$ cat src/rtl/date_disp_scan.sv
// date_disp_scan
// Display-side reader for the calendar counter. Scans an 8-digit multiplexed
// common-anode 7-segment display in the order YYYY MM DD and drives a one-hot
// weekday LED bar. At the start of each scan frame it captures all date digits
// and the weekday together, so a date rollover partway through a frame does
// not change the digits shown in that frame. A selected field can be blinked
// while the date is being set.
//
// Ports:
//   clk            system clock
//   rst_n          asynchronous active-low reset (released synchronously)
//   year1000..day1 BCD date digits from the calendar counter
//   week_day       weekday code 0..6, 7 = invalid
//   blink_sel      0 = none, 1 = year, 2 = month, 3 = day
//   an_n           digit enables, active-low, bit7 = year1000 .. bit0 = day1
//   seg_n          segments {g,f,e,d,c,b,a}, active-low
//   wday_led       one-hot weekday, active-high
module date_disp_scan #(
  parameter int SCAN_DIV  = 50000,
  parameter int BLINK_DIV = 250
) (
  input  logic       clk,
  input  logic       rst_n,
  input  logic [3:0] year1000,
  input  logic [3:0] year100,
  input  logic [3:0] year10,
  input  logic [3:0] year1,
  input  logic [3:0] mon10,
  input  logic [3:0] mon1,
  input  logic [3:0] day10,
  input  logic [3:0] day1,
  input  logic [2:0] week_day,
  input  logic [1:0] blink_sel,
  output logic [7:0] an_n,
  output logic [6:0] seg_n,
  output logic [6:0] wday_led
);

  localparam int PW = (SCAN_DIV > 1) ? $clog2(SCAN_DIV) : 1;
  localparam int BW = (BLINK_DIV > 1) ? $clog2(BLINK_DIV) : 1;
  localparam logic [PW-1:0] PRE_MAX = PW'(SCAN_DIV - 1);
  localparam logic [BW-1:0] BLK_MAX = BW'(BLINK_DIV - 1);

  // BCD digit to active-low segment pattern; anything above 9 shows a dash.
  function automatic logic [6:0] seg_decode(input logic [3:0] d);
    logic [6:0] s;
    case (d)
      4'd0:    s = 7'h40;
      4'd1:    s = 7'h79;
      4'd2:    s = 7'h24;
      4'd3:    s = 7'h30;
      4'd4:    s = 7'h19;
      4'd5:    s = 7'h12;
      4'd6:    s = 7'h02;
      4'd7:    s = 7'h78;
      4'd8:    s = 7'h00;
      4'd9:    s = 7'h10;
      default: s = 7'h3F;
    endcase
    return s;
  endfunction

  // Weekday code to one-hot LED pattern; code 7 lights nothing.
  function automatic logic [6:0] wday_decode(input logic [2:0] w);
    logic [6:0] l;
    case (w)
      3'd0:    l = 7'b000_0001;
      3'd1:    l = 7'b000_0010;
      3'd2:    l = 7'b000_0100;
      3'd3:    l = 7'b000_1000;
      3'd4:    l = 7'b001_0000;
      3'd5:    l = 7'b010_0000;
      3'd6:    l = 7'b100_0000;
      default: l = 7'b000_0000;
    endcase
    return l;
  endfunction

  logic [PW-1:0]      prescaler_r;
  logic [2:0]         idx_r;
  logic [BW-1:0]      blink_cnt_r;
  logic               phase_r;
  logic [7:0][3:0]    snap_r;

  logic               tick_s;
  logic               frame_start_s;
  logic               blink_wrap_s;
  logic               phase_nxt_s;
  logic [2:0]         idx_nxt_s;
  logic [7:0][3:0]    digits_s;
  logic [3:0]         digit_s;
  logic               in_field_s;
  logic [7:0]         an_nxt_s;
  logic [6:0]         seg_nxt_s;
  logic [6:0]         wday_nxt_s;

  // Element k of digits_s is scan index k: element 0 = year1000, 7 = day1.
  assign digits_s = {day1, day10, mon1, mon10, year1, year10, year100, year1000};

  // Tick, frame-start and blink-phase bookkeeping, plus the value the next digit slot will show.
  always_comb begin
    tick_s        = (prescaler_r == PRE_MAX);
    idx_nxt_s     = idx_r + 3'd1;
    frame_start_s = tick_s && (idx_r == 3'd7);
    blink_wrap_s  = tick_s && (blink_cnt_r == BLK_MAX);
    // The digit shown by this tick already uses the phase this tick produces.
    phase_nxt_s   = blink_wrap_s ? ~phase_r : phase_r;
    // Digit 0 of a new frame bypasses the snapshot so it shows the value
    // being captured on the same edge.
    digit_s       = frame_start_s ? digits_s[idx_nxt_s] : snap_r[idx_nxt_s];
    case (blink_sel)
      2'd1:    in_field_s = (idx_nxt_s <= 3'd3);
      2'd2:    in_field_s = (idx_nxt_s == 3'd4) || (idx_nxt_s == 3'd5);
      2'd3:    in_field_s = (idx_nxt_s >= 3'd6);
      default: in_field_s = 1'b0;
    endcase
    seg_nxt_s     = (phase_nxt_s && in_field_s) ? 7'h7F : seg_decode(digit_s);
    an_nxt_s      = ~(8'h80 >> idx_nxt_s);
    wday_nxt_s    = wday_decode(week_day);
  end

  // Scan prescaler: counts 0..SCAN_DIV-1 and wraps.
  always_ff @(posedge clk or negedge rst_n) begin
    if (!rst_n) begin
      prescaler_r <= '0;
    end else if (tick_s) begin
      prescaler_r <= '0;
    end else begin
      prescaler_r <= prescaler_r + PW'(1);
    end
  end

  // Digit index and registered display outputs, updated on ticks only.
  always_ff @(posedge clk or negedge rst_n) begin
    if (!rst_n) begin
      idx_r    <= 3'd7;
      an_n     <= 8'hFF;
      seg_n    <= 7'h7F;
      wday_led <= 7'h00;
    end else if (tick_s) begin
      idx_r <= idx_nxt_s;
      an_n  <= an_nxt_s;
      seg_n <= seg_nxt_s;
      if (frame_start_s) begin
        wday_led <= wday_nxt_s;
      end else begin
        wday_led <= wday_led;
      end
    end else begin
      idx_r    <= idx_r;
      an_n     <= an_n;
      seg_n    <= seg_n;
      wday_led <= wday_led;
    end
  end

  // Frame snapshot of the date digits, taken on the 7 -> 0 index wrap.
  always_ff @(posedge clk or negedge rst_n) begin
    if (!rst_n) begin
      snap_r <= '0;
    end else if (frame_start_s) begin
      snap_r <= digits_s;
    end else begin
      snap_r <= snap_r;
    end
  end

  // Blink counter (in ticks) and blink phase; runs regardless of blink_sel.
  always_ff @(posedge clk or negedge rst_n) begin
    if (!rst_n) begin
      blink_cnt_r <= '0;
      phase_r     <= 1'b0;
    end else if (tick_s) begin
      blink_cnt_r <= blink_wrap_s ? '0 : blink_cnt_r + BW'(1);
      phase_r     <= phase_nxt_s;
    end else begin
      blink_cnt_r <= blink_cnt_r;
      phase_r     <= phase_r;
    end
  end

endmodule

$ cat config.mk
export PLATFORM = sky130hd
export DESIGN_NAME = date_disp_scan
export DESIGN_NICKNAME = d
export VERILOG_FILES = /design/src/rtl/date_disp_scan.sv
export SDC_FILE = /design/constraint.sdc
export NUM_CORES = 1
export LEC_CHECK = 0
export ABC_AREA = 1
export CAP_MARGIN = 15
export CORE_AREA = 2 2 118 120
export DETAILED_ROUTE_END_ITERATION = 6
export DIE_AREA = 0 0 120 122
export PLACE_DENSITY = 0.58
export SETUP_SLACK_MARGIN = 0.2
export SYNTH_ARGS = -nofsm -noshare
export SYNTH_HDL_FRONTEND = slang
export SYNTH_SLANG_ARGS = --single-unit
$ cat constraint.sdc
create_clock -name clk -period 5.92 [get_ports clk]
set_clock_uncertainty 0.05 [all_clocks]
set_input_delay 1.48 -clock clk [delete_from_list [all_inputs] [get_ports clk]]
set_output_delay 1.48 -clock clk [all_outputs]
set_load 0.01 [all_outputs]
Yosys cells after proc, flatten, opt, wreduce, memory -nomap -nowiden
Memory sizes are Yosys's and may differ from the RTL's. Index checks and enable logic that the tools add are counted.

Output and inout port bits: 22. Bits in registers: 82. Memories: 1. Memory bits (read-only): 112.

Magnitude comparators: 3. Bitwise gates (word level): 2. Muxes and demuxes: 11. Reduce and logical (&&, ||, !) cells: 6. Shift operators: 1. Equality and inequality tests: 14. Add/subtract/negate cells: 3.

Memory list: (no name shown) (words 16, width 7, rd ports 1, clocked after Yosys merged registers in 0, write ports 0, RTL line 47) `case (d)`.

Operators by type and width (number): 7-bit case mux with 7 select lines (1); 4-bit binary-select mux with 3-bit select (2); 3-bit equality test (second input constant) (6); 16-bit by 1-bit adder with 16-bit output (second input constant) (1); 16-bit equality test (second input constant) (1); 16-bit two-way mux (1); 4-bit two-way mux (3); 8-bit by 1-bit adder with 8-bit output (second input constant) (1); 8-bit equality test (second input constant) (1); 8-bit two-way mux (1); 8-bit NOT (1); 8-bit by 3-bit right shift with 8-bit output (first input constant) (1); 7-bit two-way mux (1); 3-bit by 2-bit equality test with 1-bit output (second input constant) (2); 2-bit equality test (second input constant) (2); 3-bit by 4-bit < comparator with 1-bit output (second input constant) (1); 3-bit by 1-bit adder with 3-bit output (second input constant) (1); 3-bit by 1-bit equality test with 1-bit output (second input constant) (1); 3-bit >= comparator (second input constant) (1); 3-bit by 2-bit less-or-equal comparator with 1-bit output (second input constant) (1); 1-bit logical AND (3); 3-bit zero test (1); 1-bit case mux with 3 select lines (1); 2-bit by 1-bit equality test with 1-bit output (second input constant) (1); other kinds (4) (4).

Longest topological paths before layout
Gate-level depths: netlist of run 1.

Depth in word-level cells: 6. Mapped depth: 18. Depth with buffers taken out: 16.

Worst setup path after synthesis of run 1
No wires, ideal clock.

Path type: input-to-reg. Start point: input day10[2]. End point: register seg_n[3]. Library setup time: 0.078 ns. Required time: 5.792 ns. Cell stages on the path: 14. Arrival: 2.293 ns. Slack: 3.499 ns. Path through: inv_1 -> nand2_1 -> nand3_1 -> nand2_1 -> nand2_1 -> nand2_1 -> nand2_1 -> nand2_2 -> inv_2 -> nand2_2 -> a21oi_2 -> nand2_1 -> nand2_1 -> nand2_1.

Cells in the longest elaborated chain, start to end: 5.

Ends and longest elaborated chain: from (decl) (RTL line 30) `input logic [3:0] day10,`; 4-bit binary-select mux with 3-bit select (RTL line 110) `digit_s = frame_start_s ? digits_s[idx_nxt_s] : snap_r[idx_nxt_s];`; 4-bit two-way mux (not written as such) (RTL line 110); 4-bit two-way mux (RTL line 110); memory read 16 x 7 bit; 7-bit two-way mux (RTL line 117) `seg_nxt_s = (phase_nxt_s && in_field_s) ? 7'h7F : seg_decode(digit_s);`; to (signal assigned) (RTL line 143) `seg_n <= seg_nxt_s;`; to (signal assigned) (RTL line 152) `seg_n <= seg_n;`; to (decl) (RTL line 35) `output logic [6:0] seg_n,`.

Every way passes these cells. The select of a mux whose other input is x is not followed. A chain may end at the register's enable or synchronous reset.

Final worst setup path of run 1
Start point: register idx_r[0]. End point: register seg_n[3].

Cells in the longest elaborated chain, start to end: 6.

Ends and longest elaborated chain: from (decl) (RTL line 80) `logic [2:0] idx_r;`; from (signal assigned) (RTL line 141) `idx_r <= idx_nxt_s;`; from (signal assigned) (RTL line 150) `idx_r <= idx_r;`; 3-bit by 1-bit adder with 3-bit output * (RTL line 103) `idx_nxt_s = idx_r + 3'd1;`; via idx_nxt_s[1] (RTL line 89) `logic [2:0] idx_nxt_s;`; 4-bit binary-select mux with 3-bit select or 3-bit equality test (tied branches) (RTL line 110, 113); 4-bit two-way mux (not written as such) or 1-bit logical OR (tied branches) (RTL line 110, 113); 4-bit two-way mux or 1-bit case mux with 3 select lines (tied branches) (RTL line 110, 111); memory read 16 x 7 bit or 1-bit logical AND (tied branches); 7-bit two-way mux * (RTL line 117).

The timed path passes the listed nets; every way through them passes the cells marked *. The select of a mux whose other input is x is not followed.

==> out/metrics.yaml, run 1 <==
outcome: "complete, no violations"
setup_viol: 0
ys_seq_area_share_pct: 45.4
nNetsFinal: 700
yosys.area_share.simple_pct: 31.7
cp-start-kind: "flop"
clk_pin_slew_ns: 0.06
path_class: "reg2reg"
internal_power_uw: 938
timing.critical_path.mode_cell: "nand2_1"
multiInputGateArea_mm2: 0.00206
die_h_um: 122
insertion_delay_ns: 0.34
ys_ff_latch: 82
synthDistinctLibCells: 42
drv_cap: 0
wl_per_cell_um: 12.5
layout_commonest_cell: "nand2_1"
tightest_slew_ns: 0.698
cp.required_ns: 6.14
synth_compound_area_share_pct: 9.69
power-per-cell-area_mw_per_mm2: 211
place_ws_ns: 2.41
async_flop_share_pct: 100
syn_area_mm2: 0.00457
fill_cells: 1404
synth_top_family_by_area: "simple AND/OR/NAND/NOR gates"
synth-adder-area-share_pct: 2.46
diodes: 0
first_pass_iters: 5
cp_top_family: "flip-flops"
drc: 0
crit_slowest_cell: "dfstp_2"
rows: 43
fin_crit_ns: 3.53
synth_top_area_share_pct: 35.0
numPortBuffers: 60
synthXorXnorAreaFrac_pct: 0.958
wl_um: 10500
slew_headroom_pct: 53.5
place.gp.congestion: 0.792
grt_max_degree: 83
synthCells: 601
track_usage_pct: 15.1
yosys.area.top_type: "dfrtp_1"
dieArea_mm2: 0.0146
maxSlewViolCount: 0
pwr-share-comb_pct: 4.7
p_sw_share_pct: 20.6
syn_area_per_cell_um2: 7.60
cts_resized: 0
finalCritPeriodShare_pct: 59.6
cts_buffer_depth: 2
clkSinkCount: 82
cp-end-kind: "flop"
syn_to_final_growth_pct: 22.5
die_w_um: 120
p_leak_nw: 2.82
grt_setup_unrepaired: "no"
worst_slack_ns: 2.39
start_util_pct: 33.8
fin_util_pct: 41.5
switching_power_uw: 244
ys_warn_count: 0
crit_chain: "inv_2, ha_1, inv_1, nand3_1, nand2_1, a21oi_1, nand2_1, nand2_1, nand2_2, a21oi_2, nand2_1, nand2_1, nand2_1"
most-common-layout-cells: "194 x nand2_1, 75 x inv_1, 64 x dfrtp_1"
clockRootBuffer: "clkbuf_16"
cts_setup_buffers: 0
synthFlopType: "dfrtp_1"
vias: 3829
fin_hold_ws_ns: 0.408
layout-drive-gt1-share_pct: 10.5
seq_area_mm2: 0.00207
cp_max_fo: 43
core_mm2: 0.0135
top_level_ports: 61
fin_setup_tns_ns: 0
drt_iter0_markers: 218
hpwl_um: 7640
syn_nets: 649
synth-edff-count: 0
grt_pass1_wl_um: 17600
grt_pass1_vias: 3781
critPathBufInv: 2
antenna_found_initial: 0
numCtsBuffers: 9
synth_area_leaders: "dfrtp_1 35%, nand2_1 16%, dfstp_2 10%"
finalHoldViolCount: 0
cts_tree: "built"
max_stage_delay_ns: 0.98
hold_class: "reg2reg"
synthMuxAreaShare_pct: 0.246
viasPerCell: 4.57
arrival_ns: 3.75
clkPwrFrac_pct: 47.8
fmaxAchievable_mhz: 283
ant_nets: 0
ir_drop_v: 0.000138
h-tree-depth: 3
cts_hold_buffers: 0
p_seq_share_pct: 47.5
grt_overflow: 0
[layer usage]
| metal | vias to the layer above | GRT usage [%] | share of wire [%] |
|---|---|---|---|
| li1 | 1998 | - | - |
| met1 | 1752 | 18.6 | 46 |
| met2 | 68 | 25.1 | 47 |
| met3 | 11 | 4.63 | 5.5 |
| met4 | 0 | 5.00 | 1.1 |
| met5 | - | 0 | 0 |
[sequential cells by signal, indices dropped and copies added (netlist names)]
signal / cells
snap_r: 32
an_n: 8
prescaler_r: 16
blink_cnt_r: 8
wday_led: 7
phase_r: 1
seg_n: 7
idx_r: 3
[area by class of cell]
class | instances | area share [%]
clock buffer | 13 | 4.65
clock inverter | 3 | 0.715
inverter | 85 | 5.74
multi-input combinational | 413 | 36.8
sequential | 82 | 37.1
tap | 180 | 4.02
timing repair buffer | 61 | 11.0
[power by group through the flow]
stage	combinational [mW]	sequential, mW	clock (mW)
final	0.0550	0.562	0.565
after global routing	0.0621	0.562	0.605
after CTS	0.0554	0.562	0.585
after detailed placement	0.0552	0.572	0
after global placement	0.0552	0.572	0
after floorplan	0.0108	0.572	0
[cells in the mapped netlist (2+ instances only)]
cell type and count:
a21oi_1 16, inv_1 75, nand3b_1 3, nand2_2 7, clkinv_1 2, nor2_4 4
a31oi_1 10, nor2_2 5, nand2_1 194, o21ai_1 2, dfrtp_1 64, buf_4 4
clkinv_2 2, or2_1 2, o41ai_1 7, xor2_1 3, nor4_1 2, buf_2 10
nand2_4 3, clkbuf_1 6, nand4_1 4, inv_2 6, nand3_1 41, o211ai_1 2
dfstp_2 18, o21ai_0 35, nand3_4 3, ha_1 9, xnor2_1 2, nor2_1 44
nor3_1 5
[cell families (layout without fill, tap and decap cells)]
kind of cell | count (synthesis) | in the layout
compound gates | 77 | 77
flops | 82 | 82
simple gates | 321 | 321
buf+inv | 106 | 162
mux | 1 | 1
xor+xnor | 5 | 5
fa+ha+maj | 9 | 9
[metrics by stage]
stage               cell area [µm²]  std cells  power, mW
CTS                            5580        836       1.20
global placement               5280        820      0.627
floorplan                      4570        601      0.583
detailed placement             5280        820      0.627
finish                         5600        837       1.18
global route                   5600        837       1.23
[final timing paths]
kind / start / end / slack, ns / depth (start not counted)
worst max-delay path: idx_r[0]$_DFFE_PN1N_ / seg_n[3]$_DFFE_PN1N_ / 2.39 / 13
worst max register to register: idx_r[0]$_DFFE_PN1N_ / seg_n[3]$_DFFE_PN1N_ / 2.39 / 13
min in group asynchronous: rst_n / prescaler_r[9]$_DFF_PN0_ / 1.06 / 1
max in group asynchronous: rst_n / an_n[0]$_DFFE_PN1N_ / 4.09 / 2
worst min-delay path: prescaler_r[0]$_DFF_PN0_ / prescaler_r[0]$_DFF_PN0_ / 0.41 / 1
worst min register to register: prescaler_r[0]$_DFF_PN0_ / prescaler_r[0]$_DFF_PN0_ / 0.41 / 1
Note: power is estimated with default switching activity, not from simulation.
==> run 2, diff against run 1 <==
==> constraint.sdc (replaced) <==
create_clock -name clk -period 3.5 [get_ports clk]
set_clock_uncertainty 0.05 [all_clocks]
set_input_delay 0.875 -clock clk [delete_from_list [all_inputs] [get_ports clk]]
set_output_delay 0.875 -clock clk [all_outputs]
set_load 0.01 [all_outputs]
==> run 2 against run 1 <==
- final area stayed put
- via count is 3.0% higher
- count of clock-buffer cells in the layout increased by 2
- worst hold slack worse by 0.0019 ns
- routed wire length is 2.7% higher
- power grew 61%
- largest power group is now sequential cells
==> out/metrics.yaml, run 2 (same netlist as run 1, synthesis figures left out) <==
cp-start-kind: "flop"
maxSlewViolCount: 0  # unchanged
finalHoldViolCount: 0  # unchanged
fin_setup_tns_ns: 0  # unchanged
cts_hold_buffers: 0  # unchanged
path_class: "reg2reg"
cts_tree: "built"
die_w_um: 120  # unchanged
nNetsFinal: 704  # +0.57%
use_met3_pct: 5.52  # +0.89 points
outcome: "complete, no violations"
cp-end-kind: "flop"
cts_buffer_depth: 2  # unchanged
insertion_delay_ns: 0.34  # about the same
crit_chain: "ha_1, ha_1, inv_2, nor2_4, nand3_1, nand2_1, inv_1, nand2_1, nand2_1, nand2_1, nand2_1, nand2_2, nand2_1, nor2_1, nor2_1, nor2_1"
first_pass_iters: 4  # -1
r2r_end: "seg_n[5]$_DFFE_PN1N_"
grt_overflow: 0  # unchanged
slew_headroom_pct: 65.6  # +12 points
vias: 3945  # +3.0%
layout_commonest_cell: "nand2_1"
ir_drop_v: 0.000230  # +67%
r2r-start: "idx_r[0]$_DFFE_PN1N_"
grt_setup_unrepaired: "no"
fin_hold_ws_ns: 0.406  # -0.00187 ns
holdPathStages: 1  # unchanged
syn_to_final_growth_pct: 22.5  # unchanged
fmaxAchievable_mhz: 348  # +23%
fill_cells: 1394  # -0.71%
r2r_cells: 16  # +3
met1_usage_pct: 19.9  # +1.3 points
h-tree-depth: 3  # unchanged
clkSinkCount: 82  # unchanged
hold_class: "reg2reg"
largest_register_ffs: 32  # unchanged
hold_start: "prescaler_r[0]$_DFF_PN0_"
grt_use_met2_pct: 26.3  # +1.2 points
grt_busiest_layer: "met2"
drt_iter0_markers: 216  # -0.92%
track_usage_pct: 15.9  # +0.80 points
setup_viol: 0  # unchanged
wl_um: 10700  # +2.7%
drc: 0  # unchanged
reg_top3: "snap_r x32, prescaler_r x16"
arrival_ns: 3.10  # -0.65 ns
numPortBuffers: 60  # unchanged
cts_resized: 0  # unchanged
hpwl_um: 7730  # +1.1%
wl_per_cell_um: 12.8  # +2.2%
power-per-cell-area_mw_per_mm2: 341  # +61%
p_leak_nw: 2.82  # about the same
critPathBufInv: 2  # unchanged
rows: 43  # unchanged
grt_pass1_wl_um: 18700  # +5.9%
reg2reg_slack_ns: 0.63  # -1.76 ns
grt_pass1_vias: 3978  # +5.2%
grt_max_degree: 83  # unchanged
cp_max_fo: 24  # -44%
tightest_slew_ns: 0.516  # -0.182 ns
cp.required_ns: 3.73  # -2.41 ns
most-common-layout-cells: "194 x nand2_1, 75 x inv_1, 64 x dfrtp_1"
max_stage_delay_ns: 0.79  # -0.19 ns
diodes: 0  # unchanged
viasPerCell: 4.69  # +2.5%
hold_end: "prescaler_r[0]$_DFF_PN0_"
numCtsBuffers: 9  # unchanged
core_mm2: 0.0135  # unchanged
antenna_found_initial: 0  # unchanged
finalCritPeriodShare_pct: 82.0  # +22 points
top_level_ports: 61  # unchanged
ant_nets: 0  # unchanged
start_util_pct: 33.8  # unchanged
place.gp.congestion: 0.844  # +6.5%
cp_top_family: "simple AND/OR/NAND/NOR gates"
clk_pin_slew_ns: 0.06  # about the same
die_h_um: 122  # unchanged
timing.critical_path.mode_cell: "nand2_1"
drv_cap: 0  # unchanged
fin_crit_ns: 2.87  # -0.660 ns
crit_slowest_cell: "dfstp_2"
cts_setup_buffers: 0  # unchanged
largest_register: "snap_r"
layout-drive-gt1-share_pct: 10.6  # +0.088 points
dieArea_mm2: 0.0146  # unchanged
clockRootBuffer: "clkbuf_16"
[run 2: worst max path at each step]
stage | from | to | slack, ns | cells past startpoint
after detailed placement | idx_r[0]$_DFFE_PN1N_ | seg_n[5]$_DFFE_PN1N_ | 0.63 | 16
after global placement | idx_r[0]$_DFFE_PN1N_ | seg_n[5]$_DFFE_PN1N_ | 0.68 | 16
final | idx_r[0]$_DFFE_PN1N_ | seg_n[5]$_DFFE_PN1N_ | 0.63 | 16
after global routing | idx_r[0]$_DFFE_PN1N_ | seg_n[5]$_DFFE_PN1N_ | 0.35 | 16
after floorplan | idx_r[0]$_DFFE_PN1N_ | seg_n[3]$_DFFE_PN1N_ | 1.15 | 16
after CTS | idx_r[0]$_DFFE_PN1N_ | seg_n[5]$_DFFE_PN1N_ | 0.62 | 16
[run 2: area by class of cell]
class	count	area, µm²	share of cell area (%)
Timing Repair Buffer	65	656	11.7
Tap cell	180	225	4.02
Clock inverter	1	5.00	0.0894
Multi-Input combinational cell	413	2060	36.8
Inverter	85	322	5.74
Clock buffer	15	258	4.60
Sequential cell	82	2070	37.1
[run 2: power by group]
| group | internal, mW | total, mW | switching (mW) |
|---|---|---|---|
| sequential | 0.950 | 0.951 | 0.000306 |
| combinational | 0.0483 | 0.0950 | 0.0467 |
| clock | 0.500 | 0.863 | 0.362 |
[run 2: stage by stage]
stage / setup slack (ns) / util [%] / power [mW] / instance area [µm²] / std cells
2_1_floorplan: 1.15 / - / 0.986 / 4570 / 601
3_3_place_gp: 0.684 / 39.3 / 1.06 / 5310 / 824
3_5_place_dp: 0.627 / 39.3 / 1.06 / 5310 / 824
4_1_cts: 0.617 / 41.3 / 1.93 / 5570 / 840
5_1_grt: 0.352 / 41.5 / 2.00 / 5600 / 841
6_report: 0.630 / 41.5 / 1.91 / 5600 / 841
[run 2: metal layers]
| layer | vias up | part of all wire (%) |
|---|---|---|
| met5 | - | 0 |
| met4 | 0 | 1.0 |
| met3 | 11 | 4.9 |
| met2 | 71 | 47 |
| met1 | 1849 | 47 |
| li1 | 2014 | - |
